**config.mk**
```make
export PLATFORM = sky130hd
export DESIGN_NAME = sipo_deserializer
export DESIGN_NICKNAME = d
export VERILOG_FILES = /design/src/rtl/sipo_deserializer.sv
export SDC_FILE = /design/constraint.sdc
export NUM_CORES = 1
export LEC_CHECK = 0
export ABC_CLOCK_PERIOD_IN_PS = 4600
export BUFFER_PORTS_ARGS = -buffer_cell sky130_fd_sc_hd__buf_4
export CAP_MARGIN = 0
export CORE_MARGIN = 1
export CORE_UTILIZATION = 59
export DETAILED_ROUTE_END_ITERATION = 10
export PLACE_DENSITY_LB_ADDON = 0.25
export SYNTH_ARGS = -nofsm -noshare
export SYNTH_HDL_FRONTEND = slang
export SYNTH_SLANG_ARGS = --single-unit
```
**constraint.sdc**
```tcl
create_clock -name clk -period 4.6 [get_ports clk]
set_input_delay 0.46 -clock clk [delete_from_list [all_inputs] [get_ports clk]]
set_output_delay 0.46 -clock clk [all_outputs]
set_load 0.02 [all_outputs]
```
**src/rtl/sipo_deserializer.sv**
```systemverilog
// sipo_deserializer
//   Serial-in, parallel-out word receiver. Collects WIDTH bits (one per clock
//   while sin_valid is high), MSB-first or LSB-first, and presents each
//   completed word in a single-entry output register with a valid/ready
//   handshake.
//
// Ports:
//   clk        rising-edge clock
//   reset      asynchronous, active-high reset
//   sin_valid  sin_bit is valid this cycle
//   sin_bit    serial data bit
//   dir        0 = MSB-first, 1 = LSB-first; latched on the first bit of a word
//   flush      synchronous discard of the partial word (wins over sin_valid)
//   dout       last completed word
//   dout_valid dout holds an unconsumed word
//   dout_ready consumer accepts dout this cycle
//   overrun    sticky: a completed word was dropped
//   clr_ovr    synchronous clear of overrun (a same-cycle overrun wins)
//   bit_cnt    bits collected in the current word
//   busy       bit_cnt != 0
module sipo_deserializer #(
  parameter int WIDTH = 8,
  parameter int CNT_W = $clog2(WIDTH)
) (
  input  logic             clk,
  input  logic             reset,
  input  logic             sin_valid,
  input  logic             sin_bit,
  input  logic             dir,
  input  logic             flush,
  output logic [WIDTH-1:0] dout,
  output logic             dout_valid,
  input  logic             dout_ready,
  output logic             overrun,
  input  logic             clr_ovr,
  output logic [CNT_W-1:0] bit_cnt,
  output logic             busy
);

  typedef enum logic {EMPTY, FULL} slot_t;

  localparam logic [CNT_W-1:0] CNT_ONE  = CNT_W'(1);
  localparam logic [CNT_W-1:0] CNT_LAST = CNT_W'(WIDTH - 1);

  slot_t            slot_q, slot_d;
  logic [WIDTH-1:0] sreg;
  logic [WIDTH-1:0] shifted;
  logic             dir_q;
  logic             eff_dir;
  logic             accept;
  logic             complete;
  logic             slot_free;
  logic             load;
  logic             ovr_set;

  // The first bit of a word uses the live dir input; later bits use the
  // value latched alongside that first bit.
  assign eff_dir   = (bit_cnt == '0) ? dir : dir_q;
  assign shifted   = eff_dir ? {sin_bit, sreg[WIDTH-1:1]}
                             : {sreg[WIDTH-2:0], sin_bit};
  assign accept    = sin_valid && !flush;
  assign complete  = accept && (bit_cnt == CNT_LAST);
  assign slot_free = (slot_q == EMPTY) || dout_ready;
  assign load      = complete && slot_free;
  assign ovr_set   = complete && !slot_free;

  // Bit collector; bit_cnt wraps to 0 naturally on the completing bit
  // because WIDTH is a power of two.
  always_ff @(posedge clk or posedge reset) begin
    if (reset) begin
      sreg    <= '0;
      bit_cnt <= '0;
      dir_q   <= 1'b0;
    end else if (flush) begin
      bit_cnt <= '0;
    end else if (sin_valid) begin
      sreg    <= shifted;
      bit_cnt <= bit_cnt + CNT_ONE;
      if (bit_cnt == '0) dir_q <= dir;
    end
  end

  // Output slot: state register
  always_ff @(posedge clk or posedge reset) begin
    if (reset) slot_q <= EMPTY;
    else       slot_q <= slot_d;
  end

  // Output slot: next state
  always_comb begin
    slot_d = slot_q;
    unique case (slot_q)
      EMPTY: if (load) slot_d = FULL;
      FULL:  if (!load && dout_ready) slot_d = EMPTY;
      default: slot_d = EMPTY;
    endcase
  end

  // Output slot: outputs
  always_comb begin
    dout_valid = (slot_q == FULL);
    busy       = (bit_cnt != '0);
  end

  // Output data and sticky overrun flag
  always_ff @(posedge clk or posedge reset) begin
    if (reset) begin
      dout    <= '0;
      overrun <= 1'b0;
    end else begin
      if (load) dout <= shifted;
      if (ovr_set)      overrun <= 1'b1;
      else if (clr_ovr) overrun <= 1'b0;
    end
  end

endmodule

```
==> flow_metrics.tcl <==
set metrics [dict create \
    outcome "finished clean" \
    clock_skew_ns 0.0104 \
    layout_min_cycle_time_ns 2.61 \
    critPathKind "flop to output port" \
    instances_no_fill 170 \
    syn_to_final_growth_pct 13.6 \
    maxSlewHeadroom 0.246 \
    vias 1000 \
    cts_setup_buffers 0 \
    power.total_mw 0.538 \
    first_pass_iters 4 \
    syn_area_um2 1270 \
    avgSynthCellArea_um2 10.1 \
    max_freq_ghz 0.383 \
    cts_hold_buf 0 \
    fin_crit_sh 0.567 \
    ys_seq_area_frac 0.434 \
    dp.cells 166 \
    grt_overflow 0 \
    die_h_um 48.4 \
    ys_seq_elements 22 \
    leakagePower_nw 0.653 \
    ant_nets 0 \
    synth_nets 137 \
    power_density_nw_per_um2 374 \
    crit_required_ns 4.14 \
    grt_pass1_wl_um 4400 \
    core_area_um2 1980 \
    grt_max_degree 23 \
    grt_setup_unrepaired "false" \
    htree_levels 1 \
    hold_path.class "input pin to async pin" \
    nets 155 \
    clockBufferDepth 2 \
    dp_slack_ns 2.40 \
    setup_viol 0 \
    io_pins 22 \
    track_usage 0.242 \
    crit_path_max_fanout 10 \
    netlist_instances 126 \
    wire_per_inst_um 15.2 \
    max_cap_violations 0 \
    clk_pin_slew_ns 0.13 \
    diodes 0 \
    cts.root.buffer_cell "clkbuf_4" \
    synth-edff-count 0 \
    cts_made_buffers 3 \
    cp-start-kind "flop" \
    drive_above_1_share 0.245 \
    post_cts_resized 0 \
    clock_sinks 22 \
    drc 0 \
    portBuffers 21 \
    crit_arrival_ns 2.15 \
    rr_worst_depth 5 \
    cts_tree "built" \
    synth-main-ff-cell "dfrtp_1" \
    cp-end-kind "output port" \
    clkLatencyLatePin_ns 0.32 \
    die_area_um2 2340 \
    fp.dieW_um 48.4 \
    wl_um 2590 \
    final_util 0.727 \
    dp_hpwl_um 1740 \
    grt_pass1_vias 953 \
    drt_iter0_markers 30 \
    layout_setup_ws_ns 1.99 \
    fillCellCount 140 \
    peakVddDrop_mv 0.226 \
    rows 16 \
    tns_ns 0 \
    initial_core_util 0.640 \
    tightest_slew_ns 1.13 \
    synth_cell_types 28 \
    yosys_warnings 0 \
    antenna_found_initial 0 \
    synthArstFlopShare 1.00 \
    vias_per_cell 5.88 \
    gp_congestion 0.827 \
    hold_violations 0 \
    slew_viol_final 0 \
]
## power by group
part           leakage, nW  total (mW)  internal (mW)  switching (mW)
combinational        0.345       0.138         0.0676          0.0706
clock               0.0279       0.149         0.0882          0.0606
sequential           0.280       0.251          0.217          0.0343
total                0.653       0.538          0.373           0.166
## path summary, 6_finish.rpt
kind / from / endpoint / slack (ns)
max in group asynchronous: reset / dout[6]$_DFFE_PP0P_ / 3.78
min in group clk: flush / bit_cnt[1]$_DFFE_PP0P_ / 0.31
worst max-delay path: bit_cnt[0]$_DFFE_PP0P_ / busy / 1.99
worst min register to register: overrun$_DFFE_PP0P_ / overrun$_DFFE_PP0P_ / 0.55
worst min-delay path: reset / dout[2]$_DFFE_PP0P_ / 0.29
worst max register to register: bit_cnt[0]$_DFFE_PP0P_ / sreg[6]$_DFFE_PP0P_ / 2.42
## stage by stage
step	hold slack, ns	area [um2]
detailed placement	0.538	1390
floorplan	0.449	1270
global route	0.288	1440
global placement	0.525	1390
CTS	0.295	1440
finish	0.294	1440
## synth_stat cells, types with 2 or more instances
cell | n | area (um2)
a21oi_1 | 8 | 40.0
a31oi_1 | 22 | 138
and2_1 | 8 | 50.1
and4bb_2 | 5 | 62.6
buf_2 | 2 | 10.0
buf_4 | 2 | 15.0
buf_6 | 3 | 33.8
dfrtp_1 | 22 | 551
ha_1 | 3 | 37.5
inv_1 | 4 | 15.0
mux2i_1 | 2 | 20.0
nand2_1 | 3 | 11.3
nor2_1 | 11 | 41.3
nor2b_1 | 9 | 56.3
nor4bb_1 | 3 | 30.0
o21ai_0 | 6 | 30.0
o21ai_1 | 2 | 10.0
## layout by cell type, fill, tap and decap left out, drive strengths merged
cell    count
and3b       1
o22ai       1
and2b       1
nand2       3
mux2i       2
clkbuf      3
ha          3
mux2        1
xnor2       1
inv         5
and2        9
dfrtp      22
nor2b       9
nor2       11
a31oi      24
nand2b      1
nor4bb      3
bufinv      1
and4bb      5
a21oi       8
o21ai       8
buf        21
## cell type report
| class | instances | area (um2) | area share |
|---|---|---|---|
| Multi-Input combinational cell | 91 | 622 | 0.432 |
| Sequential cell | 22 | 551 | 0.382 |
| Timing Repair Buffer | 21 | 158 | 0.109 |
| Tap cell | 27 | 33.8 | 0.0235 |
| Clock inverter | 1 | 30.0 | 0.0209 |
| Inverter | 5 | 23.8 | 0.0165 |
| Clock buffer | 3 | 22.5 | 0.0156 |
## worst max-delay path, cell delays in order, from the launching register on
cell and delay, ns:
dfrtp_1 0.45, inv_1 0.08, ha_1 0.28, nor2b_1 0.75, inv_6 0.09, buf_4 0.20
## layer usage
layer	GRT usage	share of wire
met5	0	0
met4	0.0882	0.016
met3	0.0189	0.031
met2	0.415	0.50
met1	0.322	0.46
## flip-flops by register name, summed over array words and instances (netlist names)
| name | cells |
|---|---|
| bit_cnt | 3 |
| dir_q | 1 |
| dout | 8 |
| dout_valid | 1 |
| overrun | 1 |
| sreg | 8 |
## cells by family (layout without fill, tap and decap cells)
kind of cell             count (synthesis)  after routing  synth area share
adder cells (fa/ha/maj)                  3              3            0.0296
flip-flops                              22             22             0.434
buffers and inverters                   13             30            0.0750
multiplexers                             3              3            0.0276
AO/OA/AOI/OAI                           41             41             0.203
XOR/XNOR                                 1              1           0.00691
AND/OR/NAND/NOR                         43             43             0.223
Power figures use the tool's default switching activity.
